File: config.mk
export PLATFORM = sky130hd
export DESIGN_NAME = dac_frame_tx
export DESIGN_NICKNAME = d
export VERILOG_FILES = /design/src/rtl/dac_pkg.sv /design/src/rtl/dac_sclk_div.sv /design/src/rtl/dac_frame_tx.sv
export SDC_FILE = /design/constraint.sdc
export NUM_CORES = 1
export LEC_CHECK = 0
export ABC_AREA = 1
export CELL_PAD_IN_SITES_DETAIL_PLACEMENT = 1
export CELL_PAD_IN_SITES_GLOBAL_PLACEMENT = 2
export CORE_MARGIN = 2
export CORE_UTILIZATION = 31
export CTS_CLUSTER_DIAMETER = 50
export DETAILED_ROUTE_END_ITERATION = 6
export GPL_TIMING_DRIVEN = 0
export PLACE_DENSITY = 0.81
export SKIP_CTS_REPAIR_TIMING = 1
export SLEW_MARGIN = 5
export SYNTH_ARGS = -nofsm -noshare
export SYNTH_HDL_FRONTEND = slang
export SYNTH_SLANG_ARGS = --single-unit
File: constraint.sdc
create_clock -name clk -period 1.8 [get_ports clk]
set_input_delay 0.27 -clock clk [delete_from_list [all_inputs] [get_ports clk]]
set_output_delay 0.27 -clock clk [all_outputs]
set_load 0.05 [all_outputs]
File: src/rtl/dac_pkg.sv
`default_nettype none
// ============================================================================
// Module   : dac_pkg
// Purpose  : Shared types, default parameter values and helpers for the
//            SYNC-framed serial DAC transmitter.
// Revision : 1.0 - initial release
// ============================================================================
package dac_pkg;

  // Default parameter values used by dac_frame_tx and its divider
  localparam int DEF_DATA_W  = 8;
  localparam int DEF_CMD_W   = 8;
  localparam int DEF_CH      = 2;
  localparam int DEF_CLK_DIV = 1;
  localparam int DEF_GAP_CYC = 2;

  // Transmitter sequencing states
  typedef enum logic [1:0] {
    IDLE  = 2'd0,
    SHIFT = 2'd1,
    GAP   = 2'd2,
    FIN   = 2'd3
  } state_t;

  // Bits per serial frame: command word followed by data word
  function automatic int frame_w(input int cmd_w, input int data_w);
    return cmd_w + data_w;
  endfunction

endpackage : dac_pkg
`default_nettype wire

File: src/rtl/dac_sclk_div.sv
`default_nettype none
// ============================================================================
// Module   : dac_sclk_div
// Purpose  : SCLK half-period divider. Counts CLK_DIV clk cycles per half
//            period, emits a one-cycle tick at each half-period boundary and
//            flags whether that boundary is a rising SCLK transition.
// Revision : 1.0 - initial release
// ============================================================================
module dac_sclk_div
  import dac_pkg::*;
#(
  parameter int CLK_DIV = DEF_CLK_DIV
) (
  input  logic clk,
  input  logic rst_n,
  input  logic clear,
  input  logic en,
  output logic tick,
  output logic rise,
  output logic level
);

  localparam int CNT_W = (CLK_DIV > 1) ? $clog2(CLK_DIV) : 1;
  localparam logic [CNT_W-1:0] C_CNT_LAST = CNT_W'(CLK_DIV - 1);

  logic [CNT_W-1:0] r_cnt;
  logic             r_level;
  logic             w_tick;

  // A boundary is reached on the last cycle of each half period
  assign w_tick = en && !clear && (r_cnt == C_CNT_LAST);

  // Half-period counter and SCLK level; clear restarts a frame with SCLK high
  always_ff @(posedge clk or negedge rst_n) begin
    if (!rst_n) begin
      r_cnt   <= '0;
      r_level <= 1'b1;
    end else if (clear) begin
      r_cnt   <= '0;
      r_level <= 1'b1;
    end else if (en) begin
      if (w_tick) begin
        r_cnt   <= '0;
        r_level <= ~r_level;
      end else begin
        r_cnt <= r_cnt + 1'b1;
      end
    end
  end

  assign tick  = w_tick;
  assign rise  = w_tick && !r_level;
  assign level = r_level;

endmodule : dac_sclk_div
`default_nettype wire

File: src/rtl/dac_frame_tx.sv
`default_nettype none
// ============================================================================
// Module   : dac_frame_tx
// Purpose  : Accepts one multi-channel sample vector and serialises one
//            {command, data} frame per enabled channel, MSB first, with a
//            gated SCLK, per-frame active-low SYNC and a configurable gap.
// Revision : 1.0 - initial release
// ============================================================================
module dac_frame_tx
  import dac_pkg::*;
#(
  parameter int DATA_W  = DEF_DATA_W,
  parameter int CMD_W   = DEF_CMD_W,
  parameter int CH      = DEF_CH,
  parameter int CLK_DIV = DEF_CLK_DIV,
  parameter int GAP_CYC = DEF_GAP_CYC
) (
  input  logic                clk,
  input  logic                rst_n,
  input  logic                sample_valid,
  output logic                sample_ready,
  input  logic [CH*DATA_W-1:0] sample_data,
  input  logic [CH*CMD_W-1:0]  cmd_word,
  input  logic [CH-1:0]        ch_en,
  output logic                busy,
  output logic                done,
  output logic                sclk,
  output logic                sync,
  output logic                din
);

  localparam int FRAME_W = frame_w(CMD_W, DATA_W);
  localparam int CH_W    = (CH > 1) ? $clog2(CH) : 1;
  localparam int BIT_W   = $clog2(FRAME_W + 1);
  localparam int GAP_W   = (GAP_CYC > 1) ? $clog2(GAP_CYC) : 1;
  localparam logic [BIT_W-1:0] C_BIT_LAST = BIT_W'(FRAME_W);
  localparam logic [GAP_W-1:0] C_GAP_LAST = GAP_W'(GAP_CYC - 1);

  state_t               r_state;
  state_t               w_state_nxt;
  logic [CH*DATA_W-1:0] r_data;
  logic [CH*CMD_W-1:0]  r_cmd;
  logic [CH-1:0]        r_en;
  logic [FRAME_W-1:0]   r_shreg;
  logic [CH_W-1:0]      r_ch;
  logic [BIT_W-1:0]     r_bitcnt;
  logic [GAP_W-1:0]     r_gap_cnt;
  logic                 r_ready;
  logic                 r_busy;
  logic                 r_done;
  logic                 r_sync;

  logic                 w_hs;
  logic                 w_start;
  logic                 w_shift_en;
  logic                 w_tick;
  logic                 w_rise;
  logic                 w_level;
  logic                 w_first_found;
  logic                 w_next_found;
  logic [CH_W-1:0]      w_first_idx;
  logic [CH_W-1:0]      w_next_idx;
  logic [CH_W-1:0]      w_load_idx;
  logic [FRAME_W-1:0]   w_load_word;

  assign w_hs       = sample_valid && r_ready;
  assign w_shift_en = (r_state == SHIFT);

  dac_sclk_div #(
    .CLK_DIV (CLK_DIV)
  ) u_sclk_div (
    .clk   (clk),
    .rst_n (rst_n),
    .clear (w_start),
    .en    (w_shift_en),
    .tick  (w_tick),
    .rise  (w_rise),
    .level (w_level)
  );

  // Priority find: lowest enabled channel of a new vector, and lowest
  // latched-enabled channel above the one just sent
  always_comb begin
    w_first_found = 1'b0;
    w_first_idx   = '0;
    w_next_found  = 1'b0;
    w_next_idx    = '0;
    for (int i = CH - 1; i >= 0; i--) begin
      if (ch_en[i]) begin
        w_first_found = 1'b1;
        w_first_idx   = CH_W'(i);
      end
      if (r_en[i] && (CH_W'(i) > r_ch)) begin
        w_next_found = 1'b1;
        w_next_idx   = CH_W'(i);
      end
    end
  end

  // Frame word for the channel being started: live inputs on the handshake,
  // the latched vector for later channels
  always_comb begin
    if (r_state == IDLE) begin
      w_load_idx  = w_first_idx;
      w_load_word = {cmd_word[w_first_idx*CMD_W +: CMD_W],
                     sample_data[w_first_idx*DATA_W +: DATA_W]};
    end else begin
      w_load_idx  = w_next_idx;
      w_load_word = {r_cmd[w_next_idx*CMD_W +: CMD_W],
                     r_data[w_next_idx*DATA_W +: DATA_W]};
    end
  end

  // State register
  always_ff @(posedge clk or negedge rst_n) begin
    if (!rst_n) r_state <= IDLE;
    else        r_state <= w_state_nxt;
  end

  // Next-state logic; w_start marks the cycle a frame is loaded
  always_comb begin
    w_state_nxt = r_state;
    w_start     = 1'b0;
    case (r_state)
      IDLE: begin
        if (w_hs) begin
          if (w_first_found) begin
            w_state_nxt = SHIFT;
            w_start     = 1'b1;
          end else begin
            w_state_nxt = FIN;
          end
        end
      end
      SHIFT: begin
        // The rising boundary after the last falling edge closes the frame
        if (w_rise && (r_bitcnt == C_BIT_LAST)) w_state_nxt = GAP;
      end
      GAP: begin
        if (r_gap_cnt == C_GAP_LAST) begin
          if (w_next_found) begin
            w_state_nxt = SHIFT;
            w_start     = 1'b1;
          end else begin
            w_state_nxt = FIN;
          end
        end
      end
      FIN:     w_state_nxt = IDLE;
      default: w_state_nxt = IDLE;
    endcase
  end

  // Vector latch, shift register, channel index, bit and gap counters.
  // The shift register shifts on every rising boundary including the one
  // that closes the frame, so it is all-zero (din low) once the frame ends.
  always_ff @(posedge clk or negedge rst_n) begin
    if (!rst_n) begin
      r_data    <= '0;
      r_cmd     <= '0;
      r_en      <= '0;
      r_shreg   <= '0;
      r_ch      <= '0;
      r_bitcnt  <= '0;
      r_gap_cnt <= '0;
    end else begin
      if (w_hs) begin
        r_data <= sample_data;
        r_cmd  <= cmd_word;
        r_en   <= ch_en;
      end
      if (w_start) begin
        r_shreg  <= w_load_word;
        r_ch     <= w_load_idx;
        r_bitcnt <= '0;
      end else if (w_shift_en && w_tick) begin
        if (w_rise) r_shreg  <= {r_shreg[FRAME_W-2:0], 1'b0};
        else        r_bitcnt <= r_bitcnt + 1'b1;
      end
      r_gap_cnt <= (r_state == GAP) ? r_gap_cnt + 1'b1 : '0;
    end
  end

  // Registered status and SYNC, updated together with the state
  always_ff @(posedge clk or negedge rst_n) begin
    if (!rst_n) begin
      r_ready <= 1'b1;
      r_busy  <= 1'b0;
      r_done  <= 1'b0;
      r_sync  <= 1'b1;
    end else begin
      r_ready <= (w_state_nxt == IDLE);
      r_busy  <= (w_state_nxt != IDLE);
      r_done  <= (w_state_nxt == FIN);
      r_sync  <= (w_state_nxt != SHIFT);
    end
  end

  assign sample_ready = r_ready;
  assign busy         = r_busy;
  assign done         = r_done;
  assign sync         = r_sync;
  assign sclk         = w_level;
  assign din          = r_shreg[FRAME_W-1];

endmodule : dac_frame_tx
`default_nettype wire

==> run_summary.xml <==
<?xml version="1.0" encoding="UTF-8"?>
<metrics>
  <group name="critical_path">
    <metric name="r2r-start" unit="">sample_ready</metric>
    <metric name="path_class" unit="">reg2out</metric>
    <metric name="timing.rr.end" unit="">r_data[4]</metric>
    <metric name="timing.critical_path.depth" unit="">1</metric>
    <metric name="cp_slowest_stage_delay" unit="ns">0.79</metric>
    <metric name="worst-endpoint-required" unit="ns">1.53</metric>
    <metric name="setup.worst_path.end_class" unit="">output pin</metric>
    <metric name="cp-start-kind" unit="">flop</metric>
    <metric name="critical_path_peak_fanout" unit="">1</metric>
    <metric name="cp_cell_sequence" unit="">clkdlybuf4s50_1</metric>
    <metric name="worst_path_dominant_cell_family" unit="">buffers and inverters</metric>
    <metric name="crit_path_dat" unit="ns">1.45</metric>
    <metric name="crit_path_top_delay_cell" unit="">clkdlybuf4s50_1</metric>
    <metric name="crit_buf_inv" unit="">1</metric>
    <metric name="reg2regPathDepth" unit="">5</metric>
    <metric name="regToRegSetupSlack" unit="ns">0.16</metric>
  </group>
  <group name="floorplanning">
    <metric name="boundaryPins" unit="">43</metric>
    <metric name="die_y" unit="um">105</metric>
    <metric name="core.rowCount" unit="">36</metric>
    <metric name="total_die_area" unit="um2">11000</metric>
    <metric name="die_w" unit="um">105</metric>
    <metric name="initial_utilization" unit="%">32.1</metric>
    <metric name="floorplan.core_area" unit="um2">9820</metric>
  </group>
  <group name="placement">
    <metric name="place.detailed.hpwl" unit="mm">6.44</metric>
    <metric name="pre_cts_ws" unit="ns">-0.235</metric>
    <metric name="gp_routability_congestion" unit="">0.784</metric>
    <metric name="placedInstanceArea" unit="um2">3760</metric>
    <metric name="port_buffers" unit="">42</metric>
  </group>
  <group name="timing">
    <metric name="final-max-slew-violation-count" unit="">0</metric>
    <metric name="final_hold_viol_count" unit="">0</metric>
    <metric name="setup_viol" unit="">0</metric>
    <metric name="finalCriticalPeriod" unit="ns">1.72</metric>
    <metric name="fin_crit_sh" unit="%">95.7</metric>
    <metric name="grt_setup_unrepaired" unit="">false</metric>
    <metric name="final_critical_path_setup_slack" unit="ns">0.0768</metric>
    <metric name="timing_worst_slew_pin_value" unit="ns">0.647</metric>
    <metric name="fmax" unit="MHz">580</metric>
    <metric name="slew_headroom" unit="%">56.9</metric>
    <metric name="setup_skew_after_layout" unit="ns">0.0146</metric>
  </group>
  <group name="power">
    <metric name="power" unit="mW">6.29</metric>
    <metric name="pleak" unit="nW">2.07</metric>
    <metric name="power.density_cell_area" unit="nW/um2">1580</metric>
    <metric name="power.ir.vdd_worst" unit="uV">574</metric>
  </group>
  <group name="finish">
    <metric name="fin_util" unit="%">40.6</metric>
    <metric name="finish.instance_area" unit="um2">3980</metric>
    <metric name="nets" unit="">519</metric>
    <metric name="final_layout_size_suffix_gt1_share" unit="%">8.25</metric>
    <metric name="number_of_fill_cells_in_the_layout" unit="">1256</metric>
    <metric name="insertedDiodeCount" unit="">0</metric>
    <metric name="layout-area-overhead-vs-synth" unit="%">26.3</metric>
  </group>
  <group name="detailed_routing">
    <metric name="route.vias.total" unit="">2934</metric>
    <metric name="drt_iter0_markers" unit="">114</metric>
    <metric name="drt_drc_violations_left" unit="">0</metric>
    <metric name="route.detailed.wl_per_inst" unit="um">15.1</metric>
    <metric name="drt_pass1_iterations" unit="">4</metric>
    <metric name="route.antenna.remaining_nets" unit="">0</metric>
    <metric name="wl" unit="mm">9.30</metric>
    <metric name="post_drt_via_cell_ratio" unit="">4.75</metric>
  </group>
  <group name="clocking">
    <metric name="cts_tree" unit="">yes</metric>
    <metric name="cts_made_buffers" unit="">9</metric>
    <metric name="cts_htree_levels" unit="">3</metric>
    <metric name="clk_transition_reported_paths" unit="ns">0.07</metric>
    <metric name="root_buffer" unit="">clkbuf_8</metric>
    <metric name="clk_latency" unit="ns">0.35</metric>
    <metric name="cts.path.max_buffers" unit="">2</metric>
    <metric name="cts.sinks" unit="">64</metric>
  </group>
  <group name="job">
    <metric name="max_cap_violations" unit="">0</metric>
  </group>
  <group name="logic_synthesis">
    <metric name="synth_async_sr_flop_share" unit="%">100</metric>
    <metric name="netlist.top_cell.by_area" unit="">dfrtp_1</metric>
    <metric name="post_synth_num_cell_types" unit="">22</metric>
    <metric name="synth-edff-count" unit="">0</metric>
    <metric name="syn_area_per_cell" unit="um2">7.42</metric>
    <metric name="yosys_register_bits" unit="">64</metric>
    <metric name="yosysWarningCount" unit="">0</metric>
    <metric name="netlist_instances" unit="">425</metric>
    <metric name="cell_types_with_the_largest_area_share_after_synthesis" unit="">dfrtp_1 (48%), nand2_1 (25%), nand3_1 (11%), dfstp_2 (2.5%), nor2_1 (2.5%)</metric>
    <metric name="synthesis.nets" unit="">464</metric>
    <metric name="synth.top_cell.area_share" unit="%">48.4</metric>
    <metric name="combined_area_of_all_synthesized_cells" unit="um2">3150</metric>
    <metric name="seq_area_frac_synth" unit="%">50.9</metric>
    <metric name="predominant_post_synthesis_flop_cell" unit="">dfrtp_1</metric>
  </group>
  <group name="grt">
    <metric name="antenna_found_initial" unit="">0</metric>
    <metric name="first_global_vias" unit="">2995</metric>
    <metric name="grt_use_total" unit="%">18.0</metric>
    <metric name="globalRoute.totalOverflow" unit="">0</metric>
    <metric name="wire_length_of_the_first_global_routing_pass" unit="mm">15.4</metric>
    <metric name="pin_count_of_the_biggest_net_entering_global_routing" unit="">53</metric>
  </group>
  <group name="worst_hold_path">
    <metric name="hold_wc_path_type" unit="">in2async</metric>
  </group>
  <group name="outcome">
    <metric name="outcome" unit="">completed</metric>
  </group>
</metrics>
[Yosys cell counts, types with 2 or more instances]
cell type  count
nand2_1      211
nand3_1       72
dfrtp_1       61
nor2_1        21
inv_1         16
clkbuf_1       7
buf_2          6
o21ai_0        5
buf_4          3
dfstp_2        3
inv_2          3
nand2_2        3
a21oi_1        2
ha_1           2
nand3_2        2
o211ai_1       2
[power by group]
part	total [mW]	switching [mW]	internal, mW
registers	2.45	0.372	2.08
logic	2.60	1.70	0.902
clock network	1.24	0.569	0.672
[how the worst max path moves through the flow]
stage                           startpoint  slack [ns]           to
after floorplan               sample_ready        0.21  r_shreg[15]
after global placement               rst_n       -1.89   r_data[13]
after detailed placement          ch_en[0]       -0.24   r_shreg[5]
after CTS                 u_sclk_div.level       -0.17         sclk
after global routing                  done        0.01         done
final                                 done        0.08         done
[logic make-up after synthesis]
kind of cell | synth area share [%]
AOI/OAI and AO/OA | 1.83
DFF | 50.9
and+or+nand+nor | 40.8
buffers and inverters | 5.12
adders and majority gates | 0.794
xor gates and xnor gates | 0.556
[through the flow]
step	hold WS [ns]	cells	TNS (ns)
2_1_floorplan	-0.0256	425	0
3_3_place_gp	0.458	600	-121.63
3_5_place_dp	0.137	601	-3.59
4_1_cts	-0.238	617	-0.483
5_1_grt	0.324	618	0
6_report	0.314	618	0
[registers in the layout, indices dropped and copies added, names as in the netlist]
signal,cells
r_bitcnt,5
r_state,2
done,1
u_sclk_div.r_cnt,1
r_cmd,16
sample_ready,1
busy,1
r_data,16
r_ch,1
r_gap_cnt,1
sync,1
r_en,1
r_shreg,16
u_sclk_div.level,1
[layout by cell type, fill, tap and decap left out]
cell | netlist | final
a21oi_1 | 2 | 2
buf_16 | 0 | 1
buf_2 | 6 | 5
buf_4 | 3 | 4
buf_6 | 1 | 1
bufinv_16 | 0 | 1
clkbuf_1 | 7 | 8
clkbuf_2 | 0 | 1
clkbuf_4 | 0 | 1
clkbuf_8 | 0 | 10
clkdlybuf4s50_1 | 0 | 36
clkinv_2 | 0 | 3
dfrtp_1 | 61 | 61
dfstp_2 | 3 | 3
dlygate4sd3_1 | 0 | 1
dlymetal6s2s_1 | 0 | 5
ha_1 | 2 | 2
inv_1 | 16 | 16
inv_2 | 3 | 3
nand2_1 | 211 | 211
nand2_2 | 3 | 3
nand3_1 | 72 | 72
nand3_2 | 2 | 2
nor2_1 | 21 | 20
nor2_2 | 0 | 1
nor2_4 | 1 | 1
nor3_1 | 1 | 1
o211ai_1 | 2 | 2
o21ai_0 | 5 | 5
o21bai_1 | 1 | 1
xnor2_1 | 1 | 1
xor2_1 | 1 | 1
[final cells by class]
cell class	instances	area, um2	area share, %
sequential	64	1610	40.3
buffer	17	93.8	2.36
inverter	19	71.3	1.79
timing repair buffer	44	468	11.7
tap	133	166	4.18
clock inverter	4	45.0	1.13
multi-input combinational	325	1390	34.9
clock buffer	12	145	3.64
[layer usage]
metal | track usage [%] | up-vias | part of all wire (%)
met5 | 0 | - | 0
li1 | - | 1451 | -
met2 | 29.6 | 51 | 47
met3 | 4.12 | 4 | 3.4
met1 | 23.4 | 1428 | 48
met4 | 5.52 | 0 | 0.87
(Power assumes the default switching activity.)
